===== src/rtl/booth_seq_mult_ctrl.sv =====
// booth_seq_mult_ctrl: iterative radix-4 Booth multiplier, one Booth digit retired per clock
module booth_seq_mult_ctrl #(
  parameter int WIDTH      = 32,
  parameter int EARLY_TERM = 0
) (
  input  logic                 clk,
  input  logic                 rst_n,
  input  logic                 clear,
  input  logic                 in_valid,
  output logic                 in_ready,
  input  logic [WIDTH-1:0]     in_a,
  input  logic [WIDTH-1:0]     in_b,
  output logic                 out_valid,
  input  logic                 out_ready,
  output logic [2*WIDTH-1:0]   out_prod,
  output logic                 busy
);
  localparam int DIGITS = WIDTH / 2 + 1;
  localparam int JW     = $clog2(DIGITS);
  localparam int AW     = 2 * WIDTH + 2;

  typedef enum logic [1:0] {IDLE, RUN, DONE} state_t;

  state_t            state, state_nx;
  logic [JW-1:0]     j;
  logic [WIDTH-1:0]  a, b;
  logic [AW-1:0]     acc, acc_nx, mag, pp;
  logic [WIDTH+2:0]  b_ext;
  logic [2:0]        d;
  logic              accept, fin;

  always_comb begin
    b_ext     = {2'b00, b, 1'b0};
    d         = b_ext[{j, 1'b0} +: 3];
    mag       = (d == 3'b011 || d == 3'b100) ? {{(AW-WIDTH-1){1'b0}}, a, 1'b0} : {{(AW-WIDTH){1'b0}}, a};
    pp        = (d == 3'b000 || d == 3'b111) ? '0 : d[2] ? -mag : mag;
    acc_nx    = acc + (pp << {j, 1'b0});
    // early exit once every multiplier bit feeding a later digit is zero
    fin       = (j == JW'(DIGITS-1)) || (EARLY_TERM != 0 && (b >> {j, 1'b1}) == '0);
    in_ready  = !clear && (state == IDLE || (state == DONE && out_ready));
    accept    = in_valid && in_ready;
    busy      = state == RUN;
    out_valid = state == DONE;
    state_nx  = clear ? IDLE :
                accept ? RUN :
                state == RUN ? (fin ? DONE : RUN) :
                (state == DONE && !out_ready) ? DONE : IDLE;
  end

  always_ff @(posedge clk) begin
    if (!rst_n) begin
      state    <= IDLE;
      j        <= '0;
      acc      <= '0;
      a        <= '0;
      b        <= '0;
      out_prod <= '0;
    end else begin
      state <= state_nx;
      if (accept) begin
        a   <= in_a;
        b   <= in_b;
        acc <= '0;
        j   <= '0;
      end else if (state == RUN && !clear) begin
        acc <= acc_nx;
        j   <= fin ? j : j + 1'b1;
        if (fin) out_prod <= acc_nx[2*WIDTH-1:0];
      end
    end
  end
endmodule


===== config.mk =====
export PLATFORM = sky130hd
export DESIGN_NAME = booth_seq_mult_ctrl
export DESIGN_NICKNAME = d
export VERILOG_FILES = /design/src/rtl/booth_seq_mult_ctrl.sv
export SDC_FILE = /design/constraint.sdc
export NUM_CORES = 1
export LEC_CHECK = 0
export BUFFER_PORTS_ARGS = -buffer_cell sky130_fd_sc_hd__buf_2
export CAP_MARGIN = 10
export CELL_PAD_IN_SITES_DETAIL_PLACEMENT = 0
export CELL_PAD_IN_SITES_GLOBAL_PLACEMENT = 1
export CORE_ASPECT_RATIO = 2
export CORE_MARGIN = 4
export CORE_UTILIZATION = 44
export DETAILED_ROUTE_END_ITERATION = 8
export PLACE_DENSITY = 0.83
export SYNTH_ARGS = -nofsm -noshare
export SYNTH_HDL_FRONTEND = slang
export SYNTH_SLANG_ARGS = --single-unit

===== constraint.sdc =====
create_clock -name clk -period 10.1 [get_ports clk]
set_clock_uncertainty 0.1 [all_clocks]
set_input_delay 0.505 -clock clk [delete_from_list [all_inputs] [get_ports clk]]
set_output_delay 0.505 -clock clk [all_outputs]
set_load 0.01 [all_outputs]

== Yosys cells after proc, flatten, opt, wreduce, memory -nomap -nowiden ==
Index checks and enable logic that the tools add are counted.
Storage, ports and cells
  register bits after elaboration: 201
  input bits: 69
  output and inout port bits: 67
  logic and storage cells: 45
Cells by class
  add/subtract/negate cells: 3
  eq/ne operators: 6
  shift operators: 2
  muxes and demuxes: 7
  bitwise logic cells: 3
  reductions and logical operators: 17
Operators by type and width (count)
  66-bit 2-to-1 mux: 2
  66-bit adder: 1
  33-bit negator with 66-bit output: 1
  66-bit by 6-bit left shift with 66-bit output: 1
  35-bit by 7-bit indexed part select with 3-bit output: 1
  33-bit 2-to-1 mux: 1
  3-bit == test, second input constant: 2
  2-bit 2-to-1 mux: 3
  5-bit by 1-bit adder with 5-bit output, second input constant: 1
  5-bit == test, second input constant: 1
  1-bit logical AND: 5
  2-bit OR reduction: 2
  3-bit by 2-bit == test with 1-bit output, second input constant: 1
  3-bit logical NOT: 1
  1-bit logical OR: 3
  1-bit NOT: 3
  3-bit AND reduction: 1
  3-bit OR reduction: 1
  2-bit by 1-bit == test with 1-bit output, second input constant: 1
  2-bit == test, second input constant: 1
  1-bit logical NOT: 2
  2-bit logical NOT: 1
  2-bit AND reduction: 1
  1-bit 2-to-1 mux: 1

== Logic depth before layout (Yosys ltp) ==
  depth in word-level cells: 9
  depth in mapped cells: 43
  depth with buffers taken out: 33

== Least setup slack after synthesis ==
No wires, ideal clock.
  path kind: flip-flop to flip-flop
  start point: register j[1]
  end point: register acc[63]
  library setup time: 71 ps
  arrival: 8524 ps
  required time: 9929 ps
  slack: 1405 ps
  cell stages (with the launch flop): 41
  buffers on the path: 7
  clock period less this slack: 8695 ps
  cells stage by stage: dfxtp_1 > buf_6 > mux4_2 > o22ai_1 > or3_1 > buf_2 > nor4_4 > o21ai_2 > buf_4 > buf_2 > buf_1 > buf_1 > mux2i_1 > ha_1 > nand2b_1 > inv_1 > and3_1 > buf_1 > [5 not listed] > o21ai_1 > nor2_1 > a211oi_2 > ha_1 > nand2_1 > nor3_1 > and3_1 > a221o_1 > a31o_2 > o21a_1 > o2111ai_1 > o21ai_0 > a21oi_1 > a211oi_1 > o31a_1 > xor2_1 > or3_1 > a21oi_1
On the way
  cells in the longest elaborated chain, start to end: 9
  elaborated cells on any way between the ends: 13
  those cells by class: add/sub: 2; eq/ne: 3; shift: 2; mux: 3; reduce/logical: 3
RTL lines
  from (decl): RTL line 25  | logic [JW-1:0] j;
  from (signal assigned): RTL line 67  | j <= fin ? j : j + 1'b1;
  35-bit by 7-bit indexed part select with 3-bit output: RTL line 34  | d = b_ext[{j, 1'b0} +: 3];
  3-bit by 2-bit == test with 1-bit output / 3-bit == test (equally long branches): RTL line 35  | mag = (d == 3'b011 || d == 3'b100) ? {{(AW-WIDTH-1){1'b0}}, a, 1'b0} : {{(AW-WIDTH){1'b0}}, a};
  1-bit logical OR: RTL line 35
  33-bit 2-to-1 mux: RTL line 35
  33-bit negator with 66-bit output: RTL line 36  | pp = (d == 3'b000 || d == 3'b111) ? '0 : d[2] ? -mag : mag;
  66-bit 2-to-1 mux (2 in series): RTL line 36
  66-bit by 6-bit left shift with 66-bit output (*): RTL line 37  | acc_nx = acc + (pp << {j, 1'b0});
  66-bit adder (*): RTL line 37
  to (signal assigned): RTL line 66  | acc <= acc_nx;
  to (decl): RTL line 27  | logic [AW-1:0] acc, acc_nx, mag, pp;
Every way passes the cells marked *; elsewhere a longest branch is shown, timed or not.
A chain may end at the register's enable or synchronous reset.

== Worst setup path in the final report ==
Same ends and word-level chain as after synthesis.

==> impl_metrics.py <==
metrics = {
    "synth": {
        "synth_most_common_cell": "nand2_1",
        "yosys_warnings": 0,
        "synth_edf_count": 0,
        "yosys.cell_types.count": 89,
        "syn-cell-area_sq_um": 15300,
        "yosysTopAreaCellShare_pct": 26.0,
        "ys_top_cells_by_count": "448 x nand2_1, 289 x a21oi_1, 199 x dfxtp_1",
        "synth_fp_nets": 2304,
        "async_flop_share_pct": 0,
        "ys_seq_area_share_pct": 26.0,
        "syn_area_per_cell_sq_um": 7.06,
        "synth_top_area_cell": "dfxtp_1",
        "syn_inst": 2168,
        "synth.ff_latch_count": 199,
        "synthFlopType": "dfxtp_1",
        "synth_area_leaders": "dfxtp_1 26%, nand2_1 11%, a21oi_1 9.4%, ha_1 5.4%, nor2_1 4.2%",
    },
    "worst_setup_path": {
        "cp.arrival_ns": 9.51,
        "worstPathRequired_ns": 10.39,
        "cp_max_fo": 44,
        "worstSetupPathType": "flip-flop to flip-flop",
        "start_kind": "flip-flop",
        "end_kind": "flip-flop",
        "path_buf_inv": 1,
        "cp_num_cells": 30,
        "max_stage_delay_ns": 0.61,
        "critPathTopFamily": "compound AO/OA/AOI/OAI gates",
        "r2r.worst_path.cells": 30,
        "critPathSlowestCell": "dfxtp_2",
    },
    "placement": {
        "globalplace.congestion": 0.989,
        "post-place-ws_ns": 0.920,
        "hpwl_microns": 44100,
        "portBuffers": 135,
    },
    "drt": {
        "drtIter0Drc": 959,
        "post-route-drc-count": 0,
        "ant_nets": 0,
        "via_count": 16200,
        "viasPerCell": 6.12,
        "dr.pass1.iters": 5,
        "drt_wl_total_microns": 57400,
        "post_drt_wl_per_cell_microns": 21.6,
    },
    "run_status": {
        "status": "finished, final reports clean",
    },
    "sta": {
        "rsz0062_at_grt": "false",
        "slew_violations": 0,
        "maxSlewHeadroom_pct": 24.1,
        "fin_setup_tns_ns": 0,
        "worst_pin_slew_ns": 1.12,
        "setup_slack_ns": 0.885,
        "clock.fmax_ghz": 0.109,
        "setup_viol": 0,
        "hold_viol": 0,
        "fin_crit_ns": 9.22,
        "fin_crit_sh_pct": 91.2,
    },
    "clocking": {
        "ctsResizeCount": 0,
        "root_buffer": "clkbuf_16",
        "insertion_delay_ns": 0.47,
        "clock_sinks": 199,
        "cts_buffers": 17,
        "postCtsSetupBuffers": 0,
        "clk_pin_slew_ns": 0.08,
        "htree_levels": 4,
        "clockBufferDepth": 2,
        "cts-hold-fix-buffers": 0,
        "cts_tree": "built",
    },
    "grt": {
        "antenna_found_initial": 0,
        "grt_pass1_wl_microns": 89100,
        "grt_max_degree": 74,
        "grt_pass1_vias": 15900,
        "overflow": 0,
        "grt_usage_pct": 29.6,
    },
    "floorplan": {
        "die_w_microns": 140,
        "start_util_pct": 44.6,
        "fp.dieH_microns": 272,
        "ios": 136,
        "dieArea_sq_um": 38000,
        "core_sq_um": 34400,
        "rows": 96,
    },
    "final_layout": {
        "final_nets": 2335,
        "syn_to_final_growth_pct": 9.68,
        "antennaDiodeCount": 0,
        "drive_gt1_share_pct": 12.2,
    },
    "min_path": {
        "whs_path_depth": 3,
        "hold_path_class": "input port to flip-flop",
    },
    "run": {
        "maxCapViolCount": 0,
    },
    "power": {
        "irDropWorstVdd_mv": 0.127,
        "power_density_nw_per_um2": 112,
        "leakagePower_uw": 0.00674,
    },
}
## flip-flops by register name, indices dropped and copies added, names as in the netlist
| signal | cells |
|---|---|
| a | 32 |
| acc | 64 |
| out_prod | 64 |
| j | 5 |
| b | 32 |
| state | 2 |
## final cells by class
type,instances,area (sq um)
multi-input combinational,1767,10600
timing repair buffer,175,976
tap,441,552
clock inverter,14,136
clock buffer,17,425
inverter,39,149
fill,3646,17600
sequential,199,3990
## kinds of logic (layout without fill, tap and decap cells)
logic type	count (synthesis)	in the layout	share of synthesized area, %
buffers and inverters	202	245	5.26
adders and majority gates	67	67	5.52
and+or+nand+nor	885	885	25.7
xor gates and xnor gates	66	66	3.87
DFF	199	199	26.0
AOI/OAI and AO/OA	690	690	28.6
muxes	59	59	4.94
## worst paths after layout
| check | from | endpoint | slack, ns |
|---|---|---|---|
| setup / recovery | j[1]$_SDFFE_PP0P_ | acc[63]$_SDFFE_PP0P_ | 0.88 |
| hold / removal | in_a[10] | a[10]$_SDFFE_PN0P_ | 0.16 |
| setup reg to reg | j[1]$_SDFFE_PP0P_ | acc[63]$_SDFFE_PP0P_ | 0.88 |
| hold reg to reg | out_prod[42]$_SDFFE_PN0P_ | out_prod[42]$_SDFFE_PN0P_ | 0.35 |
## power by group
group | internal, uW | switching [uW]
logic | 121 | 244
clock network | 327 | 368
registers | 797 | 22.4
total | 1240 | 634
## per-layer routing
| layer | routed length (microns) | up-vias | global-route usage [%] |
|---|---|---|---|
| li1 | - | 7860 | - |
| met1 | 18900 | 7647 | 28.2 |
| met2 | 31100 | 524 | 56.1 |
| met3 | 2370 | 196 | 3.74 |
| met4 | 5090 | 0 | 22.8 |
| met5 | 0 | - | 0 |
## tightest hold or removal path, cell delays in order
cell and delay [ns]:
buf_2 0.09, nand2_1 0.04, a21oi_1 0.05
## through the flow
step	instances	cell area, sq um	total power [uW]	utilization, %	hold slack [ns]
after floorplan	2168	15300	1080	-	0.333
final	2652	16800	1880	48.9	0.164
after global placement	2621	16200	1190	47.2	0.341
after detailed placement	2621	16200	1200	47.2	0.343
after global routing	2652	16800	1950	48.9	0.175
after CTS	2652	16800	1890	48.9	0.153
## cell usage in the layout (no fill, tap or decap), types with 40 or more instances in the layout
cell / instances
a21oi_1: 288
buf_2: 135
buf_4: 40
dfxtp_1: 195
ha_1: 66
nand2_1: 445
nand3_1: 46
nor2_1: 170
nor3_1: 49
o21ai_0: 90
Power figures use the tool's default switching activity.
